[config.mk]
export PLATFORM = sky130hd
export DESIGN_NAME = polynomial_evaluator
export DESIGN_NICKNAME = d
export VERILOG_FILES = /design/src/rtl/poly_pkg.sv /design/src/rtl/poly_mac_step.sv /design/src/rtl/polynomial_evaluator.sv
export SDC_FILE = /design/constraint.sdc
export NUM_CORES = 1
export LEC_CHECK = 0
export ABC_CLOCK_PERIOD_IN_PS = 5600
export BUFFER_PORTS_ARGS = -buffer_cell sky130_fd_sc_hd__buf_4
export CORE_AREA = 2 2 180 129
export CTS_CLUSTER_DIAMETER = 50
export DETAILED_ROUTE_END_ITERATION = 10
export DIE_AREA = 0 0 182 131
export PLACE_DENSITY = 0.47
export RECOVER_POWER = 100
export SLEW_MARGIN = 20
export SYNTH_ARGS = -nofsm -noshare
export SYNTH_HDL_FRONTEND = slang
export SYNTH_HIERARCHICAL = 1
export SYNTH_SLANG_ARGS = --single-unit
export TNS_END_PERCENT = 30
[constraint.sdc]
create_clock -name clock -period 5.6 [get_ports clock]
set_clock_uncertainty 0.05 [all_clocks]
set_input_delay 1.12 -clock clock [delete_from_list [all_inputs] [get_ports clock]]
set_output_delay 1.12 -clock clock [all_outputs]
set_load 0.02 [all_outputs]
[src/rtl/poly_pkg.sv]
// rtl/poly_pkg.sv - shared types and helpers for the polynomial evaluator
// Contents:
//   MAX_DEGREE : largest supported polynomial degree
//   state_t    : evaluator FSM states (IDLE, MAC, DONE)
//   clog2      : index register width for a given coefficient count (min 1)
package poly_pkg;

    localparam int MAX_DEGREE = 15;

    typedef enum logic [1:0] {
        IDLE = 2'd0,
        MAC  = 2'd1,
        DONE = 2'd2
    } state_t;

    // Ceiling log2 of n, clamped to at least 1 so a DEGREE=0 build still
    // gets a legal (one-bit) index register.
    function automatic int clog2(input int n);
        int w;
        w = 1;
        for (int i = 1; i <= 16; i++) begin
            if ((1 << i) < n) begin
                w = i + 1;
            end
        end
        return w;
    endfunction

endpackage

[src/rtl/poly_mac_step.sv]
// rtl/poly_mac_step.sv - one combinational Horner step: acc*x + coef
// Build option: POLY_SATURATE_EN clamps the result to all ones on overflow.
// Ports:
//   acc      in  WIDTH  running accumulator
//   x        in  XW     polynomial variable
//   coef     in  WIDTH  coefficient for this step
//   next     out WIDTH  new accumulator (wrapped or saturated)
//   overflow out 1      full-precision value did not fit in WIDTH bits
module poly_mac_step #(
    parameter int WIDTH = 16,
    parameter int XW    = 4
) (
    input  logic [WIDTH-1:0] acc,
    input  logic [XW-1:0]    x,
    input  logic [WIDTH-1:0] coef,
    output logic [WIDTH-1:0] next,
    output logic             overflow
);

    logic [WIDTH+XW-1:0] product;
    logic [WIDTH+XW:0]   sum;

    assign product  = {{XW{1'b0}}, acc} * {{WIDTH{1'b0}}, x};
    assign sum      = {1'b0, product} + {{(XW+1){1'b0}}, coef};
    assign overflow = |sum[WIDTH+XW:WIDTH];

`ifdef POLY_SATURATE_EN
    assign next = overflow ? {WIDTH{1'b1}} : sum[WIDTH-1:0];
`else
    assign next = sum[WIDTH-1:0];
`endif

endmodule

[src/rtl/polynomial_evaluator.sv]
// rtl/polynomial_evaluator.sv - Horner polynomial evaluator, one MAC per clock
// Build option: POLY_SATURATE_EN (saturating MAC steps instead of wrapping).
// Ports:
//   clock    in  1                 system clock, rising edge
//   reset    in  1                 synchronous active-high reset
//   start    in  1                 request evaluation, honoured only in IDLE
//   x        in  XW                variable, latched on accepted start
//   coef     in  (DEGREE+1)*WIDTH  coef[i] at bits [i*WIDTH +: WIDTH]
//   busy     out 1                 evaluation in progress (MAC state)
//   done     out 1                 one-cycle pulse, result/overflow updated
//   result   out WIDTH             last completed p(x)
//   overflow out 1                some step of the last evaluation overflowed
module polynomial_evaluator #(
    parameter int WIDTH  = 16,
    parameter int XW     = 4,
    parameter int DEGREE = 2
) (
    input  logic                      clock,
    input  logic                      reset,
    input  logic                      start,
    input  logic [XW-1:0]             x,
    input  logic [(DEGREE+1)*WIDTH-1:0] coef,
    output logic                      busy,
    output logic                      done,
    output logic [WIDTH-1:0]          result,
    output logic                      overflow
);
    import poly_pkg::*;

    localparam int IW    = clog2(DEGREE + 1);
    localparam int NSLOT = 1 << IW;
    localparam logic [IW-1:0] IDX_INIT = (DEGREE == 0) ? IW'(0) : IW'(DEGREE - 1);

    state_t                     state;
    logic [XW-1:0]              x_q;
    logic [(DEGREE+1)*WIDTH-1:0] coef_q;
    logic [WIDTH-1:0]           acc;
    logic [IW-1:0]              idx;
    logic                       ovf;

    logic [WIDTH-1:0]           coef_arr [NSLOT];
    logic [WIDTH-1:0]           mac_next;
    logic                       mac_ovf;

    // Pad the coefficient table to a power of two so idx can index it
    // directly; unused slots read as zero and are never selected.
    for (genvar g = 0; g < NSLOT; g++) begin : g_slot
        if (g <= DEGREE) begin : g_used
            assign coef_arr[g] = coef_q[g*WIDTH +: WIDTH];
        end else begin : g_pad
            assign coef_arr[g] = '0;
        end
    end

    poly_mac_step #(
        .WIDTH (WIDTH),
        .XW    (XW)
    ) u_mac_step (
        .acc      (acc),
        .x        (x_q),
        .coef     (coef_arr[idx]),
        .next     (mac_next),
        .overflow (mac_ovf)
    );

    assign busy = (state == MAC);
    assign done = (state == DONE);

    // result/overflow are written on the edge entering DONE so that they
    // are already valid while done is high.
    always_ff @(posedge clock) begin
        if (reset) begin
            state    <= IDLE;
            x_q      <= '0;
            coef_q   <= '0;
            acc      <= '0;
            idx      <= '0;
            ovf      <= 1'b0;
            result   <= '0;
            overflow <= 1'b0;
        end else begin
            case (state)
                IDLE: begin
                    if (start) begin
                        x_q    <= x;
                        coef_q <= coef;
                        acc    <= coef[DEGREE*WIDTH +: WIDTH];
                        idx    <= IDX_INIT;
                        ovf    <= 1'b0;
                        if (DEGREE == 0) begin
                            state    <= DONE;
                            result   <= coef[WIDTH-1:0];
                            overflow <= 1'b0;
                        end else begin
                            state <= MAC;
                        end
                    end
                end
                MAC: begin
                    acc <= mac_next;
                    ovf <= ovf | mac_ovf;
                    if (idx == '0) begin
                        state    <= DONE;
                        result   <= mac_next;
                        overflow <= ovf | mac_ovf;
                    end else begin
                        idx <= idx - 1'b1;
                    end
                end
                DONE: begin
                    state <= IDLE;
                end
                default: begin
                    state <= IDLE;
                end
            endcase
        end
    end

endmodule

* Word level (Yosys, flattened, before mapping)
Index checks and enable logic that the tools add are counted.
** Word-level totals
- Input port bits :: 55
- Flip-flop bits (word level) :: 90
- Output and inout port bits :: 19
- Word-level logic and storage cells :: 40
** Operators by class
- Reductions and logical operators :: 9
- Muxes and demuxes :: 12
- Multiply operators :: 1
- Bitwise gates (word level) :: 2
- Add/sub/neg operators :: 2
- Eq/ne operators :: 5
- Order comparisons :: 1
** Operators with widths (count)
- 16-bit two-way mux :: 3
- 16-bit binary-select mux with 2-bit select :: 1
- 16-bit one-hot mux with 2 select lines :: 1
- 20-bit by 16-bit adder with 21-bit output :: 1
- 16-bit by 4-bit multiplier with 20-bit output :: 1
- 2-bit one-hot mux with 2 select lines :: 2
- 2-bit AND reduction :: 4
- 2-bit two-way mux :: 3
- 5-bit OR reduction :: 1
- 2-bit logical NOT :: 2
- 2-bit != test (second input constant) :: 2
- 3-bit >= comparator (second input constant) :: 1
- 2-bit inverter with 3-bit output :: 1
- 3-bit AND reduction :: 1
- 2-bit by 1-bit equality test with 1-bit output (second input constant) :: 1
- 2-bit equality test (second input constant) :: 1
- 2-bit by 1-bit != test with 1-bit output (second input constant) :: 1
- 1-bit one-hot mux with 2 select lines :: 1
- 2-bit nonzero test :: 1
- 2-bit by 1-bit subtractor with 2-bit output (second input constant) :: 1
- 1-bit two-way mux :: 1
- 1-bit bitwise OR :: 1

* Depth between registers and ports, before layout
Gate-level depths: netlist (run 1).
- Depth in word-level cells :: 8
- Mapped depth :: 18
- Mapped depth without buffers :: 17

* Hierarchy
The synthesis (run 1) kept the hierarchy.
** Modules (own cells, without submodules)
- polynomial_evaluator :: seq. area each 1801.7 um^2, area each 3870.0 um^2, cells each 472, instances 1
- poly_mac_step :: seq. area each 0.0 um^2, area each 2635.0 um^2, cells each 318, instances 1

* Least setup slack after synthesis (run 1)
OpenSTA, ideal clock, no wires.
- Kind :: register to register
- Start :: register x_q[2]
- End :: register ovf
- Library setup time :: 0.132 ns
- Buffers on the path :: 1
- Period minus slack after synthesis :: 4.342 ns
- Cell stages (with the launch flop) :: 18
- Arrival time :: 4.160 ns
- Slack :: 1.258 ns
- Required time :: 5.418 ns
- Path through :: dfxtp_1 -> clkbuf_1 -> and2_1 -> fa_1 -> fa_1 -> inv_1 -> fa_1 -> inv_1 -> ha_1 -> a2111o_1 -> o21bai_1 -> o211ai_4 -> mux2i_1 -> o211a_1 -> nand4_1 -> nor2b_1 -> o21ai_0 -> a21oi_1
** On the way
- Word-level cells in the longest chain between the ends :: 5
** Ends and longest elaborated chain
- start: declaration :: RTL line polynomial_evaluator.sv:35 : logic [XW-1:0] x_q;
- start signal: assignment :: RTL line polynomial_evaluator.sv:74 : x_q <= '0;
- start signal: assignment :: RTL line polynomial_evaluator.sv:85 : x_q <= x;
- 16-bit by 4-bit multiplier with 20-bit output :: RTL line poly_mac_step.sv:23 : assign product = {{XW{1'b0}}, acc} * {{WIDTH{1'b0}}, x};
- 20-bit by 16-bit adder with 21-bit output :: RTL line poly_mac_step.sv:24 : assign sum = {1'b0, product} + {{(XW+1){1'b0}}, coef};
- 5-bit OR reduction :: RTL line poly_mac_step.sv:25 : assign overflow = |sum[WIDTH+XW:WIDTH];
- named net mac_ovf :: RTL line polynomial_evaluator.sv:43 : logic mac_ovf;
- 1-bit bitwise OR :: RTL line polynomial_evaluator.sv:101 : ovf <= ovf | mac_ovf;
- 1-bit one-hot mux with 2 select lines :: RTL line polynomial_evaluator.sv:82 : case (state)
- end signal: assignment :: RTL line polynomial_evaluator.sv:101
- end: declaration :: RTL line polynomial_evaluator.sv:39 : logic ovf;
The timed path passes the listed nets, and every way through them passes these cells.
A chain may end at the register's enable or synchronous reset.

* Final worst setup path (run 1)
Same ends and word-level chain as after synthesis.

==> metrics.log, run 1 <==
[metrics] switching fraction of total power: 33.99%
[metrics] ordered list of cells on the worst path: and2_1 -> fa_1 -> fa_1 -> inv_1 -> fa_1 -> inv_1 -> ha_1 -> a21oi_1 -> o21ai_0 -> nor3b_1 -> a2111oi_0 -> o211a_1 -> nand4_1 -> nor2b_1 -> o21ai_0 -> a21oi_1
[metrics] number of diodes: 0
[metrics] cts hold-fix bufs: 0
[metrics] dominant register cell in the synthesized netlist: sky130_fd_sc_hd__dfxtp_1
[metrics] GP Congestion: 0.8168
[metrics] CP dominant cell by count: sky130_fd_sc_hd__fa_1
[metrics] worst endpoint data arrival time: 5040 ps
[metrics] Clock Path Buffers: 2
[metrics] kind of cell with the highest combined delay on the critical path: adder cells
[metrics] accumulated negative setup slack: 0 ps
[metrics] growth of design area from synthesis to finish: 13.37%
[metrics] power share of the clock group: 34.0%
[metrics] count of filler cells inserted in the layout: 2,389
[metrics] cell with the largest stage delay on the worst path: sky130_fd_sc_hd__dfxtp_1
[metrics] average vias per placed instance: 4.750
[metrics] CTS H-Tree Depth: 3
[metrics] area of the core region: 0.02222 mm²
[metrics] number of setup buffers added after CTS: 0
[metrics] number of search-and-repair iterations in the first detailed-routing pass: 4
[metrics] leak pwr: 0.003282 µW
[metrics] post-detailed-routing wire length: 17,770 µm
[metrics] number of flops mapped to enable cells by yosys: 0
[metrics] nature of the critical path endpoint: register
[metrics] post-synthesis instance area: 0.006505 mm²
[metrics] post-synthesis cell type with the largest combined area: sky130_fd_sc_hd__dfxtp_1
[metrics] number of instances resized during post-cts repair: 0
[metrics] horizontal die dimension: 182 µm
[metrics] power per unit of standard cell area: 242.4 mW/mm²
[metrics] post-route antenna net violation count: 0
[metrics] average wire length per cell after detail routing: 15.71 µm
[metrics] clock insertion delay at the later pin of the skew report: 360 ps
[metrics] Max stage delay on crit path: 710 ps
[metrics] number of clock buffers inserted by TritonCTS: 9
[metrics] root buffer selected by CTS: sky130_fd_sc_hd__clkbuf_16
[metrics] Max Slew Vio Count: 250
[metrics] first-pass GRT wire length: 28,330 µm
[metrics] cell internal pwr: 1180 µW
[metrics] largest cells by area after synthesis: sky130_fd_sc_hd__dfxtp_1 28%, sky130_fd_sc_hd__fa_1 13%, sky130_fd_sc_hd__a21oi_1 8.0%
[metrics] antenna violations before repair: 0
[metrics] final setup violation count: 0
[metrics] worst rel slew slack: -56.16%
[metrics] Syn. warnings: 6
[metrics] power spent charging and discharging nets: 607.5 µW
[metrics] row cnt: 46
[metrics] Post-Synthesis Net Count: 920
[metrics] Initial Util: 29.28%
[metrics] Post-Synthesis Mean Instance Area: 8.234 µm²
[metrics] final-stage net count: 968
[metrics] post-route minimum period: 4923 ps
[metrics] Global Route Usage Sum: 15.56%
[metrics] max frequency: 203.1 MHz
[metrics] Seq cells post-synth: 90
[metrics] worst hold-check path type: register to register
[metrics] Max IR drop VDD: 0.0001575 V
[metrics] final clock period utilization by the worst path: 87.92%
[metrics] share of flip-flops with an asynchronous set or reset: 0%
[metrics] setup repair after global routing missed its margin: false
[metrics] port bufs: 73
[metrics] TritonCTS clock tree: yes
[metrics] category of the worst setup path launch point: register
[metrics] top library cells by usage in the layout, fill and taps aside: 137 x sky130_fd_sc_hd__nand2_1, 105 x sky130_fd_sc_hd__a21oi_1, 90 x sky130_fd_sc_hd__dfxtp_1
[metrics] number of failing hold endpoints at the final stage: 0
[metrics] transition time at the pin with the least slew margin: 2342 ps
[metrics] CTS sink cnt: 90
[metrics] die area: 0.02384 mm²
[metrics] area share of the largest cell type after synthesis: 27.70%
[metrics] pin count of the biggest net entering global routing: 76
[metrics] Max Cap Viol: 5
[metrics] Post-Syn Instances: 790
[metrics] via count of the first global-routing pass: 5,126
[metrics] Unique masters post-synth: 58
[metrics] sequential fraction of the synthesis area: 27.70%
[metrics] violation count after the first detailed-routing iteration: 253
[metrics] most common cell after layout, fill and taps aside: sky130_fd_sc_hd__nand2_1
[metrics] HPWL Detailed: 13,190 µm
[metrics] crit path max fanout: 17
[metrics] share of cells above drive strength 1: 11.86%
[metrics] number of ports placed on the die boundary: 74
[metrics] vertical die dimension: 131 µm
[metrics] Clk pin slew, worst setup/hold paths: 70 ps
[metrics] critical path buffer and inverter count: 2
[metrics] remaining global-route overflow: 0
[metrics] result of the run: finished with violations
[metrics] vias after detailed routing: 5,372
[metrics] Reg power frac: 41.5%
[metrics] final worst hold slack: 404.0 ps
[metrics] portion of total power attributed to combinational logic: 24.5%
[metrics] failing checks: capacitance limit, slew limit
[metrics] critical path class: register to register
[metrics] Data required, critical path: 5720 ps
[metrics] Residual DRC: 0
## power groups by stage
stage	sequential, µW	combinational (µW)	clock (µW)
floorplan	738	323	0
CTS	742	449	629
global placement	758	448	0
finish	742	438	607
detailed placement	757	446	0
global route	751	496	656
## tightest hold or removal path, stage by stage (launching register included)
cell	delay, ps
sky130_fd_sc_hd__dfxtp_1	310
sky130_fd_sc_hd__nand2_1	50
sky130_fd_sc_hd__a21oi_1	50
## metal layers
metal | track usage (%) | share of wire [%] | vias up
met5 | 0 | 0 | -
li1 | - | - | 2705
met4 | 3.558 | 1.2 | 0
met3 | 3.742 | 4.2 | 16
met1 | 22.26 | 52 | 2551
met2 | 23.75 | 42 | 100
## area by class of cell
cell class                 instances  area [µm²]  area share [%]
clock buffer                      10       239.0           3.241
clock inverter                     6       47.55          0.6447
inverter                          86       324.1           4.394
multi-input combinational        570        4083           55.36
sequential                        90        1802           24.43
tap                              288       360.3           4.886
timing repair buffer              81       519.2           7.041
## state kept, by name (all words and copies together) (netlist names)
name / count
idx: 2
overflow: 1
acc: 16
coef_q: 48
x_q: 4
state: 2
result: 16
ovf: 1
## Yosys cell counts (16+ instances only)
| cell | n |
|---|---|
| sky130_fd_sc_hd__o221a_2 | 16 |
| sky130_fd_sc_hd__ha_1 | 32 |
| sky130_fd_sc_hd__and2_1 | 57 |
| sky130_fd_sc_hd__mux2i_1 | 19 |
| sky130_fd_sc_hd__clkbuf_1 | 18 |
| sky130_fd_sc_hd__fa_1 | 43 |
| sky130_fd_sc_hd__dfxtp_1 | 90 |
| sky130_fd_sc_hd__a21oi_1 | 104 |
| sky130_fd_sc_hd__nor2_1 | 45 |
| sky130_fd_sc_hd__a22o_1 | 16 |
| sky130_fd_sc_hd__o21ai_0 | 27 |
| sky130_fd_sc_hd__nand2_1 | 137 |
| sky130_fd_sc_hd__inv_1 | 85 |
## logic make-up (layout without fill, tap and decap cells)
group                      after synthesis  count (layout)  synth area share, %
and+or+nand+nor                        265             265                18.77
AOI/OAI and AO/OA                      195             195                19.58
buffers and inverters                  130             183                9.386
DFF                                     90              90                27.70
adders and majority gates               75              75                19.39
muxes                                   20              20                3.154
xor gates and xnor gates                15              15                2.020
## metrics by stage
stage | total power [µW] | cells | setup WS, ps | util (%) | cell area (µm²)
final | 1787 | 1131 | 676.6 | 33.19 | 7375
after global routing | 1902 | 1131 | 350.4 | 33.19 | 7375
after CTS | 1821 | 1131 | 849.9 | 33.66 | 7477
after detailed placement | 1203 | 1115 | 877.1 | 32.37 | 7191
after global placement | 1206 | 1115 | 853.8 | 32.37 | 7191
after floorplan | 1062 | 790 | 1258 | - | 6505
## final timing paths
kind              startpoint         to  slack, ps  depth (start not counted)
setup / recovery      x_q[2]        ovf        680                         16
hold / removal     coef_q[2]  coef_q[2]        400                          2
setup reg to reg      x_q[2]        ovf        680                         16
hold reg to reg    coef_q[2]  coef_q[2]        400                          2
Power figures use the tool's default switching activity.
==> run 2: changes to the inputs <==
==> config.mk (replaced) <==
export PLATFORM = sky130hd
export DESIGN_NAME = polynomial_evaluator
export DESIGN_NICKNAME = d
export VERILOG_FILES = /design/src/rtl/poly_pkg.sv /design/src/rtl/poly_mac_step.sv /design/src/rtl/polynomial_evaluator.sv
export SDC_FILE = /design/constraint.sdc
export NUM_CORES = 1
export LEC_CHECK = 0
export ABC_AREA = 1
export ABC_CLOCK_PERIOD_IN_PS = 5600
export CORE_AREA = 2 2 177 127
export CTS_CLUSTER_DIAMETER = 50
export DETAILED_ROUTE_END_ITERATION = 10
export DIE_AREA = 0 0 179 129
export DONT_BUFFER_PORTS = 1
export PLACE_DENSITY = 0.44
export RECOVER_POWER = 100
export SLEW_MARGIN = 20
export SYNTH_ARGS = -nofsm -noshare
export SYNTH_HDL_FRONTEND = slang
export SYNTH_SLANG_ARGS = --single-unit
export TNS_END_PERCENT = 30
==> run 2 against run 1 <==
Compared with the run above:
- the flow still finishes with violations (capacitance limit, slew limit)
- cell area down 8.2%
- non-clock buffer count down 77
- highest routed layer unchanged
- setup slack better by 380 ps
- critical path type unchanged
- fmax up 8.4%
- sequential power up 5.7%
- synthesized area down 3.3%
- largest power group unchanged
==> metrics.log, run 2 <==
[metrics] leading cell type by number of instances after synthesis: sky130_fd_sc_hd__nand2_1
[metrics] post-synthesis instance area: 0.006289 mm²
[metrics] row cnt: 45
[metrics] cts hold-fix bufs: 0
[metrics] worst rel slew slack: -36.18%
[metrics] Post-Syn Instances: 894
[metrics] worst endpoint data arrival time: 4770 ps
[metrics] Residual DRC: 0
[metrics] share of flip-flops with an asynchronous set or reset: 0%
[metrics] post-synthesis cell type with the largest combined area: sky130_fd_sc_hd__dfxtp_1
[metrics] final setup violation count: 0
[metrics] Post-synth top cells: 226 x sky130_fd_sc_hd__nand2_1, 159 x sky130_fd_sc_hd__inv_1, 103 x sky130_fd_sc_hd__nor2_1
[metrics] Seq cells post-synth: 90
[metrics] port bufs: 0
[metrics] HPWL Detailed: 14,420 µm
[metrics] Regs by FF count: coef_q x48, acc x16, result x16
[metrics] Critical Path Source: x_q[3]
[metrics] average vias per placed instance: 4.496
[metrics] setup repair after global routing missed its margin: false
[metrics] CTS sink cnt: 90
[metrics] Syn. warnings: 0
[metrics] result of the run: finished with violations
[metrics] number of failing hold endpoints at the final stage: 0
[metrics] sequential fraction of the synthesis area: 28.65%
[metrics] final worst hold slack: 411.5 ps
[metrics] first-pass GRT wire length: 29,810 µm
[metrics] max reg flops: 48
[metrics] number of flops mapped to enable cells by yosys: 0
[metrics] vertical die dimension: 129 µm
[metrics] post-route minimum period: 4541 ps
[metrics] area share of the largest cell type after synthesis: 28.65%
[metrics] largest register by flop count: coef_q
[metrics] Max Cap Viol: 2
[metrics] Hold Crit Start: coef_q[33]
[metrics] leak pwr: 0.003558 µW
[metrics] Initial Util: 29.47%
[metrics] nature of the critical path endpoint: register
[metrics] number of instances resized during post-cts repair: 0
[metrics] antenna violations before repair: 0
[metrics] via count of the first global-routing pass: 5,295
[metrics] max frequency: 220.2 MHz
[metrics] largest cells by area after synthesis: sky130_fd_sc_hd__dfxtp_1 29%, sky130_fd_sc_hd__fa_1 14%, sky130_fd_sc_hd__nand2_1 13%
[metrics] post-detailed-routing wire length: 18,300 µm
[metrics] die area: 0.02309 mm²
[metrics] final-stage net count: 1,001
[metrics] RR Startpoint: x_q[3]
[metrics] GP Congestion: 0.8185
[metrics] number of search-and-repair iterations in the first detailed-routing pass: 6
[metrics] number of setup buffers added after CTS: 0
[metrics] Data required, critical path: 5830 ps
[metrics] power per unit of standard cell area: 297.1 mW/mm²
[metrics] Max Slew Vio Count: 39
[metrics] accumulated negative setup slack: 0 ps
[metrics] violation count after the first detailed-routing iteration: 333
[metrics] final clock period utilization by the worst path: 81.09%
[metrics] root buffer selected by CTS: sky130_fd_sc_hd__clkbuf_16
[metrics] worst hold-check path type: register to register
[metrics] minimum setup slack among reg-to-reg paths: 1060 ps
[metrics] Post-Synthesis Mean Instance Area: 7.034 µm²
[metrics] most common cell after layout, fill and taps aside: sky130_fd_sc_hd__nand2_1
[metrics] clock insertion delay at the later pin of the skew report: 350 ps
[metrics] number of ports placed on the die boundary: 74
[metrics] Unique masters post-synth: 30
[metrics] Global Route Usage Sum: 17.02%
[metrics] dominant register cell in the synthesized netlist: sky130_fd_sc_hd__dfxtp_1
[metrics] category of the worst setup path launch point: register
[metrics] average wire length per cell after detail routing: 15.80 µm
[metrics] CTS H-Tree Depth: 3
[metrics] Max IR drop VDD: 0.0002479 V
[metrics] TritonCTS clock tree: yes
[metrics] failing checks: capacitance limit, slew limit
[metrics] crit path max fanout: 17
[metrics] Clock Path Buffers: 2
[metrics] r2r worst-path depth: 15
[metrics] Post-Synthesis Net Count: 1,024
[metrics] horizontal die dimension: 179 µm
[metrics] vias after detailed routing: 5,206
[metrics] depth of the worst hold-timing path: 2
[metrics] number of diodes: 0
[metrics] critical path class: register to register
[metrics] growth of design area from synthesis to finish: 7.600%
[metrics] terminus of the critical flop-to-flop path: acc[10]
[metrics] number of clock buffers inserted by TritonCTS: 9
[metrics] Min-Delay Endpoint: coef_q[33]
[metrics] pin count of the biggest net entering global routing: 54
[metrics] area of the core region: 0.02134 mm²
[metrics] post-route antenna net violation count: 0
[metrics] share of cells above drive strength 1: 3.881%
[metrics] top library cells by usage in the layout, fill and taps aside: 231 x sky130_fd_sc_hd__nand2_1, 160 x sky130_fd_sc_hd__inv_1, 107 x sky130_fd_sc_hd__nor2_1
[metrics] transition time at the pin with the least slew margin: 2035 ps
[metrics] Clk pin slew, worst setup/hold paths: 60 ps
[metrics] remaining global-route overflow: 0
-- run 2: cell count changes after synthesis, sizes merged, moves of 11 or more --
cell	before	now
nand2	137	238
inv	86	161
a21oi	106	41
nor2	46	110
and2	57	1
nand3	2	25
o21ai	28	50
mux2i	19	0
a22o	16	0
a31oi	0	16
o221a	16	0
buf	25	11
o21bai	2	15
o221ai	1	12
-- run 2: metal layers --
layer	global-route usage (%)	part of all wire, %	vias to the layer above
met5	0	0	-
met4	2.822	0.60	0
met3	4.846	6.0	9
met2	23.46	38	92
met1	26.21	55	2403
li1	-	-	2702
-- run 2: through the flow --
| stage | utilization (%) | worst slack (ps) | area (µm²) | power (µW) | std cells |
|---|---|---|---|---|---|
| after CTS | 31.95 | 1222 | 6818 | 2038 | 1158 |
| after global routing | 31.71 | 764.1 | 6766 | 2148 | 1158 |
| final | 31.71 | 1059 | 6766 | 2010 | 1158 |
| after floorplan | - | 1661 | 6289 | 1207 | 894 |
| after detailed placement | 30.53 | 1234 | 6515 | 1400 | 1142 |
| after global placement | 30.53 | 1227 | 6515 | 1405 | 1142 |
-- run 2: cells by family after synthesis --
| family | after synthesis | share of synthesized area, % |
|---|---|---|
| xor gates and xnor gates | 13 | 1.811 |
| adders and majority gates | 75 | 20.06 |
| AOI/OAI and AO/OA | 137 | 12.71 |
| DFF | 90 | 28.65 |
| buffers and inverters | 200 | 12.16 |
| and+or+nand+nor | 379 | 24.61 |
-- run 2: worst max-delay path by stage --
stage / to / slack [ps] / cells past startpoint
detailed placement: overflow / 1230 / 20
finish: acc[10] / 1060 / 15
global route: acc[10] / 760 / 15
floorplan: overflow / 1660 / 22
CTS: overflow / 1220 / 20
global placement: overflow / 1230 / 20
-- run 2: where the power goes --
part           leakage, µW  switching, µW  internal, µW
sequential        0.000742           82.2           701
clock             0.000146            278           349
combinational      0.00267            407           192
-- run 2: cell type report --
| cell class | instances | area [µm²] |
|---|---|---|
| Clock buffer | 9 | 225.2 |
| Multi-Input combinational cell | 604 | 3675 |
| Tap cell | 282 | 352.8 |
| Clock inverter | 7 | 77.57 |
| Fill cell | 2403 | 14570 |
| Sequential cell | 90 | 1802 |
| Timing Repair Buffer | 4 | 26.28 |
| Inverter | 162 | 608.1 |
-- run 2: critical path: stages (launching register included) --
cell                      delay [ps]
sky130_fd_sc_hd__dfxtp_1         760
sky130_fd_sc_hd__nand2_1         120
sky130_fd_sc_hd__inv_1           110
sky130_fd_sc_hd__fa_1            420
sky130_fd_sc_hd__fa_1            550
sky130_fd_sc_hd__inv_1            70
sky130_fd_sc_hd__fa_1            560
sky130_fd_sc_hd__inv_1            70
sky130_fd_sc_hd__ha_1            380
sky130_fd_sc_hd__nand2_1         130
sky130_fd_sc_hd__nor2_1          150
sky130_fd_sc_hd__nand3_1         110
sky130_fd_sc_hd__nand3_1         170
sky130_fd_sc_hd__xor2_1          410
sky130_fd_sc_hd__nand2_1         200
sky130_fd_sc_hd__a31oi_1         220
